### src/rtl/countdown_ctl.sv
// countdown_ctl: start/pause/clear/timeout sequencer for a 2-digit BCD
// countdown display. All outputs are registered from the next-state values,
// so every change is visible one clk after the causing input.
// Optional feature: define CNTDN_AUTO_RELOAD_EN to make DONE restart the
// countdown by itself after RELOAD_TICKS ticks.
module countdown_ctl #(
    parameter int INIT_TENS    = 3,
    parameter int INIT_ONES    = 0,
    parameter int RELOAD_TICKS = 4
) (
    input  logic        clk,
    input  logic        rst_n,
    input  logic        tick,
    input  logic        btn_ss,
    input  logic        btn_clr,
    output logic [3:0]  digit1,
    output logic [3:0]  digit0,
    output logic [15:0] led,
    output logic        count_en,
    output logic [1:0]  state
);

    typedef enum logic [1:0] {IDLE = 2'd0, RUN = 2'd1, PAUSE = 2'd2, DONE = 2'd3} state_e;

    localparam logic [3:0] PRE_T = 4'(INIT_TENS);
    localparam logic [3:0] PRE_O = 4'(INIT_ONES);

    if (INIT_TENS < 0 || INIT_TENS > 9 || INIT_ONES < 0 || INIT_ONES > 9 ||
        RELOAD_TICKS < 1 || RELOAD_TICKS > 15) begin : g_bad_param
        $error("countdown_ctl: parameter out of range");
    end

    state_e      state_q, state_d;
    logic [3:0]  tens_q, tens_d, ones_q, ones_d;
    logic        blink_q, blink_d;
    logic [3:0]  digit1_q, digit0_q;
    logic [15:0] led_q;
    logic        count_en_q;
    logic        at_zero, at_one;

`ifdef CNTDN_AUTO_RELOAD_EN
    logic [3:0]  tcnt_q, tcnt_d;
`endif

    assign at_zero = (tens_q == 4'd0) && (ones_q == 4'd0);
    assign at_one  = (tens_q == 4'd0) && (ones_q == 4'd1);

    // Next-state logic: clear beats start/stop beats tick, except that a tick
    // in RUN is still applied when start/stop pauses on the same edge.
    always_comb begin
        state_d = state_q;
        tens_d  = tens_q;
        ones_d  = ones_q;
        blink_d = blink_q;
`ifdef CNTDN_AUTO_RELOAD_EN
        tcnt_d  = tcnt_q;
`endif
        unique case (state_q)
            IDLE: begin
                if (btn_clr) begin
                    tens_d = PRE_T;
                    ones_d = PRE_O;
                end else if (btn_ss) begin
                    state_d = at_zero ? DONE : RUN;
                end
            end
            RUN: begin
                if (btn_clr) begin
                    state_d = IDLE;
                    tens_d  = PRE_T;
                    ones_d  = PRE_O;
                end else begin
                    if (tick) begin
                        // Never wrap below 00; reaching 00 ends the run.
                        if (!at_zero) begin
                            if (ones_q == 4'd0) begin
                                ones_d = 4'd9;
                                tens_d = tens_q - 4'd1;
                            end else begin
                                ones_d = ones_q - 4'd1;
                            end
                        end
                        if (at_zero || at_one) state_d = DONE;
                    end
                    if (btn_ss) state_d = PAUSE;
                end
            end
            PAUSE: begin
                if (btn_clr) begin
                    state_d = IDLE;
                    tens_d  = PRE_T;
                    ones_d  = PRE_O;
                end else if (btn_ss) begin
                    state_d = RUN;
                end
            end
            DONE: begin
                if (btn_clr) begin
                    state_d = IDLE;
                    tens_d  = PRE_T;
                    ones_d  = PRE_O;
                    blink_d = 1'b0;
`ifdef CNTDN_AUTO_RELOAD_EN
                    tcnt_d  = 4'd0;
                end else if (tcnt_q == 4'(RELOAD_TICKS)) begin
                    state_d = RUN;
                    tens_d  = PRE_T;
                    ones_d  = PRE_O;
                    blink_d = 1'b0;
                    tcnt_d  = 4'd0;
                end else if (tick) begin
                    blink_d = ~blink_q;
                    tcnt_d  = tcnt_q + 4'd1;
                end
`else
                end else if (tick) begin
                    blink_d = ~blink_q;
                end
`endif
            end
        endcase
    end

    // State, value and registered outputs, all derived from next-state values.
    always_ff @(posedge clk or negedge rst_n) begin
        if (!rst_n) begin
            state_q    <= IDLE;
            tens_q     <= PRE_T;
            ones_q     <= PRE_O;
            blink_q    <= 1'b0;
            digit1_q   <= PRE_T;
            digit0_q   <= PRE_O;
            led_q      <= 16'h0000;
            count_en_q <= 1'b0;
        end else begin
            state_q    <= state_d;
            tens_q     <= tens_d;
            ones_q     <= ones_d;
            blink_q    <= blink_d;
            digit1_q   <= (state_d == DONE && blink_d) ? 4'hF : tens_d;
            digit0_q   <= (state_d == DONE && blink_d) ? 4'hF : ones_d;
            led_q      <= (state_d == DONE) ? {16{blink_d}}
                        : {state_d == RUN, state_d == PAUSE, 14'd0};
            count_en_q <= (state_d == RUN);
        end
    end

`ifdef CNTDN_AUTO_RELOAD_EN
    // Ticks spent in DONE, counted toward the automatic restart.
    always_ff @(posedge clk or negedge rst_n) begin
        if (!rst_n) tcnt_q <= 4'd0;
        else        tcnt_q <= tcnt_d;
    end
`endif

    assign state    = state_q;
    assign digit1   = digit1_q;
    assign digit0   = digit0_q;
    assign led      = led_q;
    assign count_en = count_en_q;

endmodule

### config.mk
export PLATFORM = sky130hd
export DESIGN_NAME = countdown_ctl
export DESIGN_NICKNAME = d
export VERILOG_FILES = /design/src/rtl/countdown_ctl.sv
export SDC_FILE = /design/constraint.sdc
export NUM_CORES = 1
export LEC_CHECK = 0
export CORE_MARGIN = 2
export CORE_UTILIZATION = 35
export DETAILED_ROUTE_END_ITERATION = 6
export RECOVER_POWER = 25
export SYNTH_ARGS = -nofsm -noshare
export SYNTH_HDL_FRONTEND = slang
export SYNTH_SLANG_ARGS = --single-unit
export TNS_END_PERCENT = 20
### constraint.sdc
create_clock -name clk -period 5.2 [get_ports clk]
set_input_delay 1.04 -clock clk [delete_from_list [all_inputs] [get_ports clk]]
set_output_delay 1.04 -clock clk [all_outputs]
set_load 0.1 [all_outputs]
==> key figures <==
Drt
  • Routed Antenna Nets: 0
  • Vias: 795
  • # DRC: 0
  • Pre-antenna DRT Iters: 4
  • DR WL/cell: 11.48 um
  • DR vias/cell: 4.818
  • DR iter-0 viols: 10
  • Detailed Route WL: 1894 um

Placement
  • GPL Wtd Cong: 0.7457
  • Post-Place Setup Slack: 2.176 ns
  • DP HPWL: 1409 um
  • # port buffers: 31
  • Placed insts: 161

Yosys
  • Share of synthesized registers carrying an async set or reset: 100.0%
  • Most common cell in the synthesized netlist: dfrtp_1
  • Syn nets: 109
  • Most area-consuming cells after synthesis: dfrtp_1, dfstp_2, buf_4
  • Synth top area share: 41.35%
  • Synth Area per Inst: 11.16 um^2
  • Synth warnings: 0
  • Netlist cell types: 36
  • Main flop type after synthesis: dfrtp_1
  • Synth cell count leaders: dfrtp_1, buf_4, nor2_1, a21oi_1
  • Mapped Area: 1150 um^2
  • Flops & latches, synth: 23
  • Post-synth EDFFs: 0
  • Seq/Total Area, Yosys: 50.49%
  • Area leader, netlist: dfrtp_1
  • Cell count after synthesis: 103

Min path
  • Worst Min Path Start: ones_q[0]$_DFF_PN0_
  • Worst hold-check path type: reg -> reg

Finish
  • Number of nets in the layout: 128
  • ANT cells: 0
  • FF+latch area: 580.6 um^2
  • P&R area growth vs syn: 23.61%
  • Share of cells above drive strength 1: 13.22%
  • Final Non-Filler Cells: 165
  • Multi-input logic area: 440.4 um^2
  • # fillers: 305

Clocking
  • CTS buffer count: 3
  • Root Buffer: clkbuf_4
  • Longest Clk Path Bufs: 2
  • H-tree depth: 1
  • # resized after CTS: 0
  • Clk Latency, worst-skew pair: 0.30 ns
  • Hold_buf cts: 0
  • CTS tree: built
  • Postcts setup bufs: 0
  • Clock transition at path regs: 0.12 ns
  • Sink Count: 23

Worst setup path
  • Worst path required time: 4.16 ns
  • Setup Crit Path Kind: reg -> out
  • Crit path capture: state[0]
  • Crit path DAT: 2.08 ns
  • Worst-path fanout max: 12
  • Crit path depth: 1
  • CP max stage delay: 1.21 ns
  • R2r setup slk: 3.17 ns
  • Buffer and inverter count on the worst path: 1
  • Worst flop-to-flop path endpoint: digit1[3]$_DFF_PN0_
  • Nature of the critical path endpoint: output port
  • Crit-path cells: clkdlybuf4s50_1
  • Slowest stage cell, crit path: clkdlybuf4s50_1
  • Reg2reg path depth: 6
  • Worst setup SP type: flip-flop
  • CP Launch Point: state[0]$_DFF_PN0_
  • R2R Path Start: tens_q[0]$_DFF_PN1_
  • Cell class contributing the biggest share of worst-path delay: buffers and inverters

Die
  • # rows: 20
  • Die height: 61.32 um
  • Core Area: 3078 um^2
  • Full die area: 3760 um^2
  • Initial Util: 37.36%
  • Io pins: 32
  • Die width: 61.32 um

Timing
  • Final worst-path cycle share: 59.99%
  • Slew Viols, Final: 0
  • Clock skew: 0.003760 ns
  • Setup TNS: 0 ns
  • Tmin final: 3.120 ns
  • Max-slew headroom: 31.90%
  • Slew @ Worst Pin: 1.018 ns
  • Number of setup violations in the final report: 0
  • Fin. Hold Viols: 0
  • FMAX: 320.6 MHz
  • Unrepaired setup endpoints after global routing: false
  • Post-route worst setup slack: 2.080 ns

Power
  • Leakage: 0.6071 nW
  • Total power: 0.4212 mW
  • Peak supply drop: 0.1614 mV
  • Pwr dens: 296.3 nW/um^2

GRT
  • Tot GR Track Use: 12.23%
  • Initial antenna violation count: 0
  • Vias in the first global route: 731
  • Grt ovf: 0
  • Largest net degree at the start of global routing: 24
  • First-pass GRT wire length: 3339 um

Job
  • MaxCap Viol Count: 0

Run status
  • Status: finished clean
-- cells by family after synthesis --
group                      after synthesis  share of synthesized area (%)
adders and majority gates                1                          1.088
and+or+nand+nor                         35                          19.04
DFF                                     23                          50.49
muxes                                    4                          3.591
AOI/OAI and AO/OA                       19                          13.06
xor gates and xnor gates                 2                          1.524
buffers and inverters                   19                          11.21
-- worst register-to-register path: stages, from the launching register on --
cell      delay, ns
dfstp_2        0.40
inv_1          0.05
ha_1           0.17
or3b_1         0.40
a211o_1        0.34
a211oi_4       0.41
o21bai_1       0.17
-- worst min path at each step --
stage | to | slack (ns) | cells past startpoint
6_report | ones_q[0]$_DFF_PN0_ | 0.61 | 2
3_5_place_dp | ones_q[0]$_DFF_PN0_ | 0.58 | 2
3_3_place_gp | blink_q$_DFF_PN0_ | 0.58 | 2
2_1_floorplan | tens_q[3]$_DFF_PN0_ | 0.54 | 2
5_1_grt | ones_q[0]$_DFF_PN0_ | 0.65 | 2
4_1_cts | ones_q[0]$_DFF_PN0_ | 0.61 | 2
-- metal layers --
metal	part of all wire (%)	track usage [%]
met3	6.3	4.412
met1	45	16.87
met4	0.53	2.795
met5	0	0
met2	48	18.54
-- layout make-up --
type,instances,area share (%)
Clock buffer,3,1.585
Clock inverter,1,0.3521
Inverter,2,0.5282
Multi-Input combinational cell,61,30.99
Sequential cell,23,40.85
Tap cell,44,3.873
Timing Repair Buffer,31,21.83
-- power by group --
| part | internal (mW) | leakage (nW) | switching [mW] |
|---|---|---|---|
| combinational | 0.0342 | 0.294 | 0.107 |
| clock | 0.0287 | 0.0177 | 0.0508 |
| sequential | 0.191 | 0.296 | 0.00890 |
-- cell usage in the layout, fill, tap and decap left out, types with 2 or more instances in the layout --
cell type,synthesis,final
nand3_1,4,4
o21ai_0,4,4
inv_1,2,2
o21bai_1,3,3
dlygate4sd3_1,0,3
a21oi_1,5,5
or3_1,3,3
nor3_1,3,3
nor2_1,6,6
dfstp_2,4,4
or2_1,4,4
clkdlybuf4s50_1,0,28
nand2_1,4,4
clkbuf_4,0,3
or3b_1,2,2
and4bb_2,2,2
dfrtp_1,19,19
mux2i_1,3,3
a211o_1,2,2
-- sequential cells by signal (all words and copies together), names as in the netlist --
signal,count
blink_q,1
led,3
digit0,4
ones_q,4
digit1,4
count_en,1
tens_q,4
state,2
-- per-stage QoR --
stage               hold slack [ns]  area, um^2  utilization (%)
global placement             0.5825        1394            45.28
detailed placement           0.5848        1394            45.28
finish                       0.6073        1421            46.18
global route                 0.6487        1421            46.18
CTS                          0.6099        1421            46.18
floorplan                    0.5424        1150                -
No activity file was read; power rests on OpenSTA's default activity.
